`src/rtl/button_debounce.sv`:
```
// Per-channel push-button conditioning: 2-flop synchronizer, debounce counter,
// press/release pulses, sticky W1C pending latch. Optional irq via BUTTON_DEBOUNCE_IRQ_EN.
module button_debounce #(
    parameter int unsigned WIDTH           = 3,
    parameter int unsigned DEBOUNCE_CYCLES = 1000
) (
    input  logic             clk,
    input  logic             rst_n,
    input  logic [WIDTH-1:0] btn_in,
    input  logic [WIDTH-1:0] evt_clr,
    output logic [WIDTH-1:0] btn_state,
    output logic [WIDTH-1:0] btn_press,
    output logic [WIDTH-1:0] btn_release,
    output logic [WIDTH-1:0] evt_pending,
    output logic             irq
);

    localparam int unsigned CW = (DEBOUNCE_CYCLES > 1) ? $clog2(DEBOUNCE_CYCLES) : 1;
    localparam logic [CW-1:0] CNT_MAX = CW'(DEBOUNCE_CYCLES - 1);

    logic [WIDTH-1:0] s1_q, s0_q;
    logic [WIDTH-1:0] state_q, state_d;
    logic [WIDTH-1:0] press_q, press_d;
    logic [WIDTH-1:0] release_q, release_d;
    logic [WIDTH-1:0] pend_q, pend_d;
    logic [CW-1:0]    cnt_q [WIDTH];
    logic [CW-1:0]    cnt_d [WIDTH];

    always_comb begin
        state_d   = state_q;
        press_d   = '0;
        release_d = '0;
        pend_d    = pend_q & ~evt_clr;
        cnt_d     = cnt_q;
        for (int unsigned i = 0; i < WIDTH; i++) begin
            if (s0_q[i] == state_q[i]) begin
                cnt_d[i] = '0;
            end else if (cnt_q[i] == CNT_MAX) begin
                // Terminal count: commit the new level; a press overrides a same-edge clear.
                state_d[i]   = s0_q[i];
                cnt_d[i]     = '0;
                press_d[i]   = s0_q[i];
                release_d[i] = ~s0_q[i];
                if (s0_q[i]) begin
                    pend_d[i] = 1'b1;
                end
            end else begin
                cnt_d[i] = cnt_q[i] + CW'(1);
            end
        end
    end

    always_ff @(posedge clk or negedge rst_n) begin
        if (!rst_n) begin
            s1_q      <= '0;
            s0_q      <= '0;
            state_q   <= '0;
            press_q   <= '0;
            release_q <= '0;
            pend_q    <= '0;
            for (int unsigned i = 0; i < WIDTH; i++) begin
                cnt_q[i] <= '0;
            end
        end else begin
            s1_q      <= btn_in;
            s0_q      <= s1_q;
            state_q   <= state_d;
            press_q   <= press_d;
            release_q <= release_d;
            pend_q    <= pend_d;
            for (int unsigned i = 0; i < WIDTH; i++) begin
                cnt_q[i] <= cnt_d[i];
            end
        end
    end

`ifdef BUTTON_DEBOUNCE_IRQ_EN
    logic irq_q;

    always_ff @(posedge clk or negedge rst_n) begin
        if (!rst_n) begin
            irq_q <= 1'b0;
        end else begin
            irq_q <= |pend_q;
        end
    end

    assign irq = irq_q;
`else
    assign irq = 1'b0;
`endif

    assign btn_state   = state_q;
    assign btn_press   = press_q;
    assign btn_release = release_q;
    assign evt_pending = pend_q;

endmodule

```
`config.mk`:
```
export PLATFORM = sky130hd
export DESIGN_NAME = button_debounce
export DESIGN_NICKNAME = d
export VERILOG_FILES = /design/src/rtl/button_debounce.sv
export SDC_FILE = /design/constraint.sdc
export NUM_CORES = 1
export LEC_CHECK = 0
export CAP_MARGIN = 10
export CELL_PAD_IN_SITES_DETAIL_PLACEMENT = 1
export CELL_PAD_IN_SITES_GLOBAL_PLACEMENT = 1
export CORE_ASPECT_RATIO = 1.75
export CORE_MARGIN = 4
export CORE_UTILIZATION = 39
export DETAILED_ROUTE_END_ITERATION = 8
export GPL_TIMING_DRIVEN = 0
export PLACE_DENSITY_LB_ADDON = 0.3
export SLEW_MARGIN = 20
export SYNTH_ARGS = -nofsm -noshare
export SYNTH_HDL_FRONTEND = slang
export SYNTH_SLANG_ARGS = --single-unit
export TNS_END_PERCENT = 100
```
`constraint.sdc`:
```
create_clock -name clk -period 2.65 [get_ports clk]
set_input_delay 0.53 -clock clk [delete_from_list [all_inputs] [get_ports clk]]
set_output_delay 0.53 -clock clk [all_outputs]
set_load 0.02 [all_outputs]
```
# --- Word-level counts from Yosys, hierarchy flattened ---
# Index checks and enable logic that the tools add are counted.
op_classes:
  n_addsub: 3
  reduce_logical: 3
  mux: 27
  n_bitwise: 8
  n_eq_ne: 6
ops:
  columns: ["cell", "n"]
  rows:
  - ["10-bit 2-to-1 mux", 6]
  - ["10-bit by 1-bit adder with 10-bit output (second input constant)", 3]
  - ["10-bit equality test (second input constant)", 3]
  - ["1-bit 2-to-1 mux", 21]
  - ["1-bit NOT", 6]
  - ["2-bit AND reduction", 3]
  - ["3-bit bitwise AND", 1]
  - ["1-bit equality test", 3]
  - ["3-bit NOT", 1]
word_totals:
  elab_cells: 58
  register_bits: 48
  out_inout_bits: 13
  inputBits: 8

# --- Logic depth before layout (Yosys ltp) ---
# Gate-level depths: netlist (run 1).
depth:
  ltp_word: 5
  ltp_mapped: 5

# --- Worst setup path before layout (run 1) ---
# Ideal clock, no wire load.
synth_path:
  kind: "register to register"
  start: "reg cnt_q[20] in the netlist's numbering"
  end: "reg state_q[0], in the netlist btn_state[0]"
  setup_ps: 125
  slack_ps: 1131
  t_arrival_ps: 1394
  n_path_buf: 0
  path_stages_with_launch: 5
  cell_sequence: "dfrtp_1 > ha_1 > and4bb_2 > nand3_1 > mux2_2"
synth_between:
  elab_chain_cells: 2
synth_rtl:
  columns: ["element", "line_no", "source"]
  rows:
  - ["from (decl)", "26", "logic [CW-1:0] cnt_q [WIDTH];"]
  - ["from (signal, indexed assignment)", "72", "cnt_q[i] <= cnt_d[i];"]
  - ["10-bit equality test", "38", "end else if (cnt_q[i] == CNT_MAX) begin"]
  - ["2-bit AND reduction (no line)", null, null]
  - ["to (signal assigned)", "67", "state_q <= state_d;"]
  - ["to (decl)", "22", "logic [WIDTH-1:0] state_q, state_d;"]
# Every way passes these cells.
# A chain may end at the register's enable or synchronous reset.

# --- Worst setup path in the final report (run 1) ---
layout_path:
  start: "reg state_q[0], in the netlist btn_state[0]"
  end: "out btn_state[0]"
layout_rtl:
  columns: ["element", "line_no", "source"]
  rows:
  - ["to (decl)", "11", "output logic [WIDTH-1:0] btn_state,"]
# No word-level cell between the ends.

==> results of run 1 <==
[power by group]
group	switching (mW)	internal, mW
Sequential	0.0177	0.747
Combinational	0.0352	0.0268
Clock	0.249	0.214
[worst max path at each step]
stage / start / to / slack, ns / depth (start not counted)
finish: btn_state[0] / btn_state[0] / 0.72 / 1
detailed placement: cnt_q[20] / btn_state[0] / 0.98 / 4
global placement: rst_n / s1_q[1] / -0.37 / 1
CTS: btn_state[0] / btn_state[0] / 0.67 / 1
floorplan: cnt_q[20] / btn_state[0] / 1.13 / 4
global route: btn_state[0] / btn_state[0] / 0.65 / 1
[area by class of cell]
cell class | instances | share of cell area (%)
Sequential cell | 48 | 48.6
Buffer | 1 | 0.304
Clock inverter | 2 | 0.557
Multi-Input combinational cell | 142 | 35.3
Clock buffer | 6 | 3.34
Timing Repair Buffer | 20 | 8.31
Tap cell | 55 | 2.79
Inverter | 5 | 0.760
[cells in the final DEF, fill, tap and decap left out, types with 2 or more instances in the layout]
cell,n
clkdlybuf4s50_1,18
nand2_1,15
nor3b_1,4
ha_1,3
and3_1,5
nand3_2,2
nand3_1,15
a31oi_1,3
o22ai_1,3
inv_1,5
mux2_2,3
a21oi_1,6
dfrtp_1,48
nand2b_1,3
nand4_1,2
o21ai_0,5
or3_1,2
and4_1,2
nor3_1,4
and3_2,2
xor2_1,9
clkbuf_8,6
nor2_1,31
and4bb_2,2
xnor2_1,12
[kinds of logic (layout without fill, tap and decap cells)]
kind of cell,Yosys count,in the layout,synth area share (%)
XOR/XNOR,21,21,8.76
AND/OR/NAND/NOR,93,93,23.2
other,1,1,0.179
AO/OA/AOI/OAI,21,21,5.96
multiplexers,3,3,1.61
flip-flops,48,48,57.2
buffers and inverters,6,34,1.25
adder cells (fa/ha/maj),3,3,1.79
[metrics by stage]
stage	utilization, %	setup TNS, ns	instances
after floorplan	-	0	196
after global placement	44.9	-17.66	270
after detailed placement	45.2	0	271
after CTS	47.0	0	279
after global routing	47.0	0	279
final	47.0	0	279
[routing by layer]
layer	vias up	part of all wire (%)	track usage [%]
met2	14	56	25.3
li1	726	-	-
met1	752	38	13.9
met5	-	0	0
met4	0	3.4	8.19
met3	12	1.9	2.80
[state kept, by name, indices dropped and copies added (netlist names)]
| register | flops |
|---|---|
| btn_press | 3 |
| cnt_q | 30 |
| evt_pending | 3 |
| btn_release | 3 |
| s1_q | 3 |
| s0_q | 3 |
| btn_state | 3 |
==> impl_results.md, run 1 <==
- WS Path Type: flop to primary output
- Vias in the first global route: 1628
- First-pass GRT wire length: 7260 um
- Ratio of cells with drive above 1 in the final layout: 9.38%
- Starting density of the core: 40.0%
- Most numerous cell in the Yosys netlist: dfrtp_1
- Row cnt: 35
- Max rail drop VDD: 0.395 mV
- Max Clock Skew: 0.00475 ns
- RR Startpoint: cnt_q[20]
- WP data arrival: 1.40 ns
- Clock latency on the worst-skew pair: 0.30 ns
- Post-CTS sizing: 0
- Antenna cell count: 0
- Largest net degree at the start of global routing: 27
- Post-route DRC violation count: 0
- Fin worst setup slack: 0.718 ns
- Die X-Extent: 63.5 um
- CP Capture Type: primary output
- Final worst path period share: 72.9%
- Flop2flop setup slack: 0.98 ns
- Final wirelength: 4110 um
- Synth top cells by count: dfrtp_1 (48), nor2_1 (31), nand2_1 (15), nand3_1 (15), xnor2_1 (12)
- Pwr dens: 522 nW/um2
- Design Power: 1.29 mW
- Root buf cell: clkbuf_8
- Max-Cap Viols: 0
- Critical Path Fanout Max: 6
- Worst reg2reg path endpoint: btn_state[0]
- TritonCTS Buffers: 5
- Crit-path cells: clkdlybuf4s50_1
- R2r worst-path depth: 4
- Count of buffer and inverter cells on the critical path: 1
- FILL cells: 603
- Dpl ws: 0.983 ns
- Leakage power: 1.09 nW
- Pre-Repair DR Iteration Count: 3
- Syn. warnings: 0
- RSZ-0062 raised after global routing: false
- Status: finished, final reports clean
- IO Pins: 21
- Cell area after placement: 2370 um2
- Synth Area per Inst: 10.7 um2
- Routability cong.: 0.828
- DRT iter0 DRCs: 18
- Full die area: 6670 um2
- Synth Flop Type: dfrtp_1
- Crit start category: flop
- DP Wirelength: 3120 um
- Mapped Area: 2100 um2
- Die height: 105 um
- Multi-input logic area: 872 um2
- Share of the synthesized area in the top cell type: 57.2%
- Area delta synth->final: 17.6%
- Leading area contributor after synthesis: dfrtp_1
- Register area share after synthesis: 57.2%
- Unique cell type count in the Yosys netlist: 33
- Worst-Margin Slew: 0.534 ns
- Post-Syn Nets: 207
- Clock Tree Buf Depth: 2
- Synth async-reset ratio: 100%
- Post-CTS setup buffer count: 0
- Worst min path class: input port to asynchronous set/reset pin
- Clk pin slew, worst setup/hold paths: 0.09 ns
- Number of flops mapped to enable cells by yosys: 0
- Port Buf Inserts: 19
- Core area: 5260 um2
- Sequential cell area: 1200 um2
- Via density: 5.39
- WP data required: 2.12 ns
- All-Layer GR Usage: 13.8%
- Antenna violations before repair: 0
- Min cycle time layout: 1.93 ns
- Cell count after synthesis: 196
- Final Max Slew Viols: 0
- Final nets: 234
- Overflow after GRT: 0
- Post-route cell area: 2470 um2
- CTS tree: built
- Flops & latches, synth: 48
- Antenna viol nets, final: 0
- Largest stage delay, worst path: 0.64 ns
- Fmax: 0.518 GHz
- Total number of vias: 1504
- Final Hold Fails: 0
- Final setup vio count: 0
- CTS Hold Buffers Added: 0
- H-tree levels: 2
- Worst slew margin: 64.4%
- Largest cells by area after synthesis: dfrtp_1 (57%), nor2_1 (5.5%), xnor2_1 (5.0%), xor2_1 (3.8%), nand3_1 (3.6%)
- Hold_ws: 0.193 ns
- Critical path's slowest cell: clkdlybuf4s50_1
- Clock Sinks: 48
- Critical path's top delay family: buffers and inverters
- WL per Instance: 14.7 um
(Power assumes the default switching activity.)
==> inputs of run 2 (changes only) <==
clock period = 1.6 ns   (was 2.65 ns; I/O delays follow)
==> impl_results.md, run 2 (synthesis gave the netlist of run 1 again) <==
- Largest stage delay, worst path: 0.61 ns (-0.03 ns)
- Max rail drop VDD: 0.654 mV (+65%)
- Clock Sinks: 48 (unchanged)
- All-Layer GR Usage: 13.9% (+0.070 points)
- Final nets: 235 (+0.43%)
- Antenna cell count: 0 (unchanged)
- Die X-Extent: 63.5 um (unchanged)
- Via density: 5.42 (+0.57%)
- Fin worst setup slack: 0.0305 ns (-0.687 ns)
- Crit start category: flop
- Final setup vio count: 0 (unchanged)
- Clk pin slew, worst setup/hold paths: 0.09 ns (about the same)
- Final Hold Fails: 0 (unchanged)
- Critical path's slowest cell: clkdlybuf4s50_1
- Post-route DRC violation count: 0 (unchanged)
- Design Power: 2.14 mW (+66%)
- Biggest register: cnt_q
- Largest net degree at the start of global routing: 27 (unchanged)
- Pwr dens: 847 nW/um2 (+62%)
- Antenna violations before repair: 0 (unchanged)
- H-tree levels: 2 (unchanged)
- Total number of vias: 1518 (+0.93%)
- Worst-Margin Slew: 0.533 ns (-0.00142 ns)
- DRT iter0 DRCs: 23 (+5)
- Clock Tree Buf Depth: 2 (unchanged)
- Dpl ws: -0.0674 ns (-1.05 ns)
- Core area: 5260 um2 (unchanged)
- Die height: 105 um (unchanged)
- TritonCTS Buffers: 5 (unchanged)
- Area delta synth->final: 20.3%
- WS Path Type: flop to primary output
- Row cnt: 35 (unchanged)
- Clock latency on the worst-skew pair: 0.31 ns (about the same)
- Final core occ: 48.0% (+1.0 points)
- WL per Instance: 14.9 um (+0.78%)
- Met2 GRT Util: 25.5% (+0.22 points)
- Worst min path class: flop to flop
- Final Max Slew Viols: 0 (unchanged)
- Critical Path Fanout Max: 1 (-5)
- First-pass GRT wire length: 7310 um (+0.77%)
- Leakage power: 1.18 nW (+9.1%)
- Final worst path period share: 98.1%
- Final non-filler cell total: 280 (+0.36%)
- Largest register FFs: 30 (unchanged)
- WP data required: 1.28 ns (-0.84 ns)
- Antenna viol nets, final: 0 (unchanged)
- Vias in the first global route: 1637 (+0.55%)
- Most frequent cells in the layout: dfrtp_1 (46), nor2_1 (31), nand2_1 (14), nand3_1 (13), xnor2_1 (12)
- Pre-Repair DR Iteration Count: 2 (-1)
- CP Capture Type: primary output
- Hold_ws: 0.360 ns (+0.168 ns)
- Routability cong.: 0.828 (unchanged)
- Count of buffer and inverter cells on the critical path: 1 (unchanged)
- Full die area: 6670 um2 (unchanged)
- Ratio of cells with drive above 1 in the final layout: 13.3% (+4.0 points)
- Max-Cap Viols: 0 (unchanged)
- Root buf cell: clkbuf_8
- Post-route cell area: 2520 um2 (+2.2%)
- Setup TNS: 0 ns (unchanged)
- Crit-path cells: clkdlybuf4s50_1
- Final wirelength: 4160 um (+1.1%)
- GR Util met3: 2.69% (-0.11 points)
- Worst slew margin: 64.5% (+0.095 points)
- DP Wirelength: 3120 um (unchanged)
- Cell area after placement: 2370 um2 (unchanged)
- Commonest non-fill, non-tap cell in the layout: dfrtp_1
- IO Pins: 21 (unchanged)
- CTS tree: built
- Critical path's top delay family: buffers and inverters
- Status: finished, final reports clean
- GR Util met1: 14.0% (+0.080 points)
- Overflow after GRT: 0 (unchanged)
- Global route hottest layer: met2
- WP data arrival: 1.25 ns (-0.15 ns)
- Starting density of the core: 40.0% (unchanged)
- Inst Count DP: 271 (unchanged)
- RSZ-0062 raised after global routing: false
- Post-CTS setup buffer count: 0 (unchanged)
- Min cycle time layout: 1.57 ns
- Max Clock Skew: 0.00615 ns (+0.00140 ns)
- Fmax: 0.637 GHz
- Port Buf Inserts: 19 (unchanged)
-- run 2: layer usage --
metal,part of all wire [%],vias up
met3,1.8,11
met2,57,14
met5,0,-
met1,38,763
met4,3.4,0
li1,-,730
-- run 2: cell type report --
class	count	area, um2
fillers	601	2730
plain buffers	1	7.51
well taps	55	68.8
inverters	5	18.8
repair buffers	21	219
multi-input cells	142	911
clock buffers	6	82.6
clock inverters	2	13.8
flip-flops and latches	48	1200
-- run 2: what timing repair did --
item | in CTS | in global routing
hold buffers | 1 | 0
endpoints found under the hold margin | 20 | 0
pin swaps | 0 | 0
setup endpoints to repair | 19 | 21
resized for setup | 9 | 10
-- run 2: final timing paths --
kind                               from  depth (start not counted)  slack, ns           end
min                             s1_q[1]                          0       0.36       s0_q[1]
min in group asynchronous         rst_n                          2       0.52     cnt_q[24]
max reg2reg                    cnt_q[0]                          4       0.08  btn_state[2]
min reg2reg                     s1_q[1]                          0       0.36       s0_q[1]
max in group asynchronous         rst_n                          3       0.55  btn_state[1]
max                        btn_press[0]                          1       0.03  btn_press[0]
-- run 2: where the power goes --
group | total (mW) | switching (mW) | internal [mW] | leakage (nW)
Combinational | 0.106 | 0.0589 | 0.0472 | 0.486
Sequential | 1.27 | 0.0305 | 1.24 | 0.647
Clock | 0.764 | 0.410 | 0.354 | 0.0516
Total | 2.14 | 0.500 | 1.64 | 1.18
